**config.mk**
```make
export PLATFORM = sky130hd
export DESIGN_NAME = maze_score_poller
export DESIGN_NICKNAME = d
export VERILOG_FILES = /design/src/rtl/maze_score_poller.sv
export SDC_FILE = /design/constraint.sdc
export NUM_CORES = 1
export LEC_CHECK = 0
export CAP_MARGIN = 5
export CORE_AREA = 2 2 126 128
export DETAILED_ROUTE_END_ITERATION = 7
export DIE_AREA = 0 0 128 130
export PLACE_DENSITY_LB_ADDON = 0.15
export SYNTH_ARGS = -nofsm -noshare
export SYNTH_HDL_FRONTEND = slang
export SYNTH_SLANG_ARGS = --single-unit
export TNS_END_PERCENT = 100
```
**constraint.sdc**
```tcl
create_clock -name wb_clk_i -period 7.6 [get_ports wb_clk_i]
set_clock_uncertainty 0.15 [all_clocks]
set_input_delay 1.52 -clock wb_clk_i [delete_from_list [all_inputs] [get_ports wb_clk_i]]
set_output_delay 1.52 -clock wb_clk_i [all_outputs]
set_load 0.01 [all_outputs]
```
**src/rtl/maze_score_poller.sv**
```systemverilog
// Wishbone classic read initiator that polls the maze counter status word,
// detects a finished run (frozen nonzero timer across two reads), keeps a
// best-score record and flags bus timeouts.
module maze_score_poller #(
  parameter int          POLL_DIV   = 1000,
  parameter int          TIMEOUT    = 16,
  parameter logic [31:0] SLAVE_ADDR = 32'h3000_0000
) (
  input  logic        wb_clk_i,
  input  logic        wb_rst_i,
  input  logic        enable,
  input  logic        clear_best,
  output logic        wbm_cyc_o,
  output logic        wbm_stb_o,
  output logic        wbm_we_o,
  output logic [3:0]  wbm_sel_o,
  output logic [31:0] wbm_adr_o,
  output logic [31:0] wbm_dat_o,
  input  logic        wbm_ack_i,
  input  logic [31:0] wbm_dat_i,
  output logic [19:0] last_timer,
  output logic [7:0]  last_crash,
  output logic [19:0] best_timer,
  output logic [7:0]  best_crash,
  output logic        best_valid,
  output logic        finished,
  output logic        new_best,
  output logic        bus_err,
  output logic [15:0] poll_count
);

  localparam int DW = $clog2(POLL_DIV + 1);
  localparam int TW = $clog2(TIMEOUT + 1);

  typedef enum logic [1:0] {S_WAIT, S_READ, S_EVAL} state_t;

  state_t        state, state_n;
  logic [DW-1:0] div_cnt;
  logic [TW-1:0] tmo_cnt;
  logic [19:0]   prev_timer;
  logic          cyc;
  logic          div_hit, tmo_hit, is_fin, better, fire;
  logic          unused_dat_hi;

  // Status word bits [31:28] carry nothing of interest.
  assign unused_dat_hi = ^wbm_dat_i[31:28];

  assign div_hit = (div_cnt == DW'(POLL_DIV - 1));
  assign tmo_hit = (tmo_cnt == TW'(TIMEOUT - 1));

  // A run is finished when the timer did not move between two good reads.
  assign is_fin = (last_timer == prev_timer) && (last_timer != 20'd0);
  assign better = !best_valid || (last_timer < best_timer) ||
                  ((last_timer == best_timer) && (last_crash < best_crash));
  assign fire   = (state == S_EVAL) && is_fin && !finished && better;

  // Bus outputs decode straight from the state register so that an async
  // reset drops cyc/stb without waiting for an edge.
  assign wbm_cyc_o = cyc;
  assign wbm_stb_o = cyc;
  assign wbm_we_o  = 1'b0;
  assign wbm_sel_o = cyc ? 4'hF : 4'h0;
  assign wbm_adr_o = cyc ? SLAVE_ADDR : 32'h0;
  assign wbm_dat_o = 32'h0;

  // State register.
  always_ff @(posedge wb_clk_i or posedge wb_rst_i) begin
    if (wb_rst_i) state <= S_WAIT;
    else          state <= state_n;
  end

  // Next-state and bus strobe decode; ack wins over the timeout cycle.
  always_comb begin
    state_n = state;
    cyc     = 1'b0;
    case (state)
      S_WAIT: if (enable && div_hit) state_n = S_READ;
      S_READ: begin
        cyc = 1'b1;
        if (wbm_ack_i)    state_n = S_EVAL;
        else if (tmo_hit) state_n = S_WAIT;
      end
      S_EVAL:  state_n = S_WAIT;
      default: state_n = S_WAIT;
    endcase
  end

  // Poll divider and ack timeout counters.
  always_ff @(posedge wb_clk_i or posedge wb_rst_i) begin
    if (wb_rst_i) begin
      div_cnt <= '0;
      tmo_cnt <= '0;
    end else begin
      if (state == S_WAIT) begin
        if (!enable || div_hit) div_cnt <= '0;
        else                    div_cnt <= div_cnt + 1'b1;
      end
      if (state == S_READ && state_n == S_READ) tmo_cnt <= tmo_cnt + 1'b1;
      else                                      tmo_cnt <= '0;
    end
  end

  // Capture of a successful read.
  always_ff @(posedge wb_clk_i or posedge wb_rst_i) begin
    if (wb_rst_i) begin
      last_timer <= '0;
      last_crash <= '0;
      poll_count <= '0;
    end else if (state == S_READ && wbm_ack_i) begin
      last_timer <= wbm_dat_i[19:0];
      last_crash <= wbm_dat_i[27:20];
      poll_count <= poll_count + 16'd1;
    end
  end

  // End-of-run judgement; a zero timer (slave reset) re-arms detection.
  always_ff @(posedge wb_clk_i or posedge wb_rst_i) begin
    if (wb_rst_i) begin
      finished   <= 1'b0;
      prev_timer <= '0;
    end else if (state == S_EVAL) begin
      finished   <= is_fin;
      prev_timer <= last_timer;
    end
  end

  // Best record and sticky bus error; clear_best beats a same-cycle update.
  always_ff @(posedge wb_clk_i or posedge wb_rst_i) begin
    if (wb_rst_i) begin
      best_timer <= '0;
      best_crash <= '0;
      best_valid <= 1'b0;
      new_best   <= 1'b0;
      bus_err    <= 1'b0;
    end else begin
      new_best <= 1'b0;
      if (clear_best) begin
        best_timer <= '0;
        best_crash <= '0;
        best_valid <= 1'b0;
        bus_err    <= 1'b0;
      end else begin
        if (fire) begin
          best_timer <= last_timer;
          best_crash <= last_crash;
          best_valid <= 1'b1;
          new_best   <= 1'b1;
        end
        if (state == S_READ && !wbm_ack_i && tmo_hit) bus_err <= 1'b1;
      end
    end
  end

endmodule
```
==> results_dict.tcl <==
set metrics [dict create \
    synth_ff_type "dfrtp_1" \
    p_leak_nw 3.64 \
    cts_hold_buf 0 \
    r2r-end "best_timer[19]" \
    grt_pass1_wl_mm 26.9 \
    fillers 1386 \
    die_x_um 128 \
    io_pins 184 \
    worstHoldStart "poll_count[15]" \
    slew_headroom_pct 29.2 \
    antenna_found_initial 0 \
    postCtsSetupBuffers 0 \
    post_cts_resized 0 \
    synth_edf_count 0 \
    clock_sinks 113 \
    synth-async-reset-ratio_pct 100 \
    ys_warn_count 0 \
    synth-simple-area-share_pct 17.0 \
    hold_end "poll_count[15]" \
    syn2layout_area_growth_pct 23.0 \
    synthAdderAreaFrac_pct 5.77 \
    drtIter0Drc 327 \
    worst_slew_pin_slew_ns 1.06 \
    cts.clk_slew.worst_paths_ns 0.05 \
    power_density_mw_per_mm2 189 \
    clock_latency_ns 0.41 \
    critPathKind "register to register" \
    diodes 0 \
    antenna_left 0 \
    fin_setup_tns_ns 0 \
    cts_buffer_depth 2 \
    required_ns 7.73 \
    num_vias 5385 \
    finalNetCount 859 \
    grt_use_total_pct 20.7 \
    crit_path_end_kind "register" \
    max-vdd-ir-drop_v 0.000139 \
    wirelength_mm 16.8 \
    grt_max_degree 60 \
    min_period_over_period_pct 52.0 \
    detail_route.first_pass.iterations 4 \
    ys_seq_area_share_pct 42.1 \
    die_y_um 130 \
    cts_root_buffer "clkbuf_16" \
    gr-total-overflow 0 \
    syn-cell-area_mm2 0.00672 \
    dpl.hpwl_mm 11.3 \
    core_area_mm2 0.0154 \
    layout-drive-gt1-share_pct 10.2 \
    syn_area_per_cell_um2 9.70 \
    r2r_cells 6 \
    setup_viol 0 \
    via_per_inst 5.42 \
    final-seq-area_mm2 0.00283 \
    timing.fmax_ghz 0.253 \
    worstSetupStartpointType "register" \
    finalHoldViolCount 0 \
    initial_core_util_pct 43.6 \
    synth-seq-cells 113 \
    grt_pass1_vias 5361 \
    synth_top_family_by_area "simple AND/OR/NAND/NOR gates" \
    ys_top_cells_by_count "113 x dfrtp_1, 70 x buf_4, 53 x nor2_1, 51 x nand2_1, 44 x mux2_2" \
    synth_area_leader_cell "dfrtp_1" \
    cts_tree "yes" \
    hold_depth 1 \
    cp.arrival_ns 4.08 \
    synth_compound_area_share_pct 9.94 \
    synth.most_common_cell "dfrtp_1" \
    rsz0062_at_grt "no" \
    multi_input_area_mm2 0.00333 \
    place_congestion 0.810 \
    synth-xor-area-share_pct 5.73 \
    ys_types 45 \
    finalMaxSlewViolations 0 \
    ctsHtreeMaxLevel 4 \
    drc 0 \
    num_rows 46 \
    numCtsBuffers 17 \
    power_mw 1.57 \
    reg2reg_from "last_timer[11]" \
    outcome "finished clean" \
    wl_per_cell_um 16.9 \
    reg2reg_slack_ns 3.65 \
    syn-instance-count 693 \
    die_area_mm2 0.0166 \
    port_buffers 116 \
    synth_area_leaders "dfrtp_1 42%, buf_4 7.8%, mux2_2 7.4%" \
    synthMuxAreaShare_pct 7.37 \
    hold_class "register to register" \
    synth_top_area_share_pct 42.1 \
    critPathMaxFanout 32 \
    layout_min_cycle_time_ns 3.95 \
    drv_cap 0 \
]
==> final cells by class <==
| cell class | count | area share, % |
|---|---|---|
| inverter | 36 | 1.66 |
| tap | 192 | 2.90 |
| multi-input combinational | 501 | 40.2 |
| sequential | 113 | 34.2 |
| clock inverter | 5 | 0.363 |
| timing repair buffer | 122 | 14.6 |
| clock buffer | 24 | 6.07 |
==> registers in the layout, summed over array words and instances, names as in the netlist, 2 cells and up <==
register / count
best_timer: 20
last_timer: 20
prev_timer: 20
poll_count: 16
div_cnt: 10
best_crash: 8
last_crash: 8
tmo_cnt: 5
state: 2
==> metal layers <==
metal | vias up | part of all wire (%) | global-route usage, % | wire length [µm]
met5 | - | 0 | 0 | 0
met4 | 0 | 2.4 | 9.63 | 408
met1 | 2671 | 45 | 26.7 | 7510
met2 | 186 | 48 | 33.6 | 8070
li1 | 2498 | - | - | -
met3 | 30 | 5.0 | 4.51 | 843
==> through the flow <==
stage	cell area [µm²]	setup WS (ns)	std cells	hold WS, ns	util, %
after floorplan	6950	2.94	755	0.283	-
after global placement	7740	3.46	964	0.294	50.2
after detailed placement	7740	3.44	964	0.312	50.2
after CTS	8270	3.68	993	0.318	53.6
after global routing	8270	3.35	993	0.340	53.6
final	8270	3.65	993	0.312	53.6
==> critical path, cell delays in order (launching register included) <==
cell and delay (ns):
dfrtp_1 0.49, ha_1 0.38, nand4_1 0.19, nor2_1 0.20, a41o_1 0.90, nand2_1 0.93, o311ai_0 0.58
==> layout by cell type, fill, tap and decap left out, types with 3 or more instances in the layout <==
cell type and n:
a21oi_1 11, buf_4 6, and3_1 5, nor2b_1 4
clkbuf_16 17, ha_1 31, clkbuf_8 5, xnor2_1 14
nor2_1 53, nand2_1 51, clkinv_2 3, dfrtp_1 113
o311ai_0 4, conb_1 63, nand4_1 15, nand2b_1 25
o221ai_1 23, nor4_1 16, inv_1 35, nor3_1 30
a2bb2oi_1 4, mux2_2 44, nor3b_1 3, nand3_1 12
xor2_1 30, a21o_1 3, a22oi_1 23, clkdlybuf4s50_1 116
or3_1 5, o21ai_0 14
==> power by group <==
| group | total [mW] | internal [mW] | switching (mW) |
|---|---|---|---|
| combinational | 0.193 | 0.0834 | 0.110 |
| sequential | 0.657 | 0.622 | 0.0347 |
| clock | 0.717 | 0.451 | 0.265 |
==> kinds of logic after synthesis <==
| family | after synthesis |
|---|---|
| and+or+nand+nor | 228 |
| buffers and inverters | 141 |
| DFF | 113 |
| AOI/OAI and AO/OA | 91 |
| xor gates and xnor gates | 44 |
| muxes | 44 |
| adders and majority gates | 31 |
| other | 1 |
==> worst max path at each step <==
stage                               from              to  slack, ns  depth (start not counted)
after floorplan                 wb_rst_i   best_crash[0]       2.94                          1
after global placement         wbm_ack_i  poll_count[14]       3.46                          7
after detailed placement       wbm_ack_i  poll_count[14]       3.44                          7
after CTS                 last_timer[18]  best_timer[19]       3.68                          6
after global routing      last_timer[15]  best_timer[19]       3.35                          6
final                     last_timer[11]  best_timer[19]       3.65                          6
No activity file was read; power rests on OpenSTA's default activity.
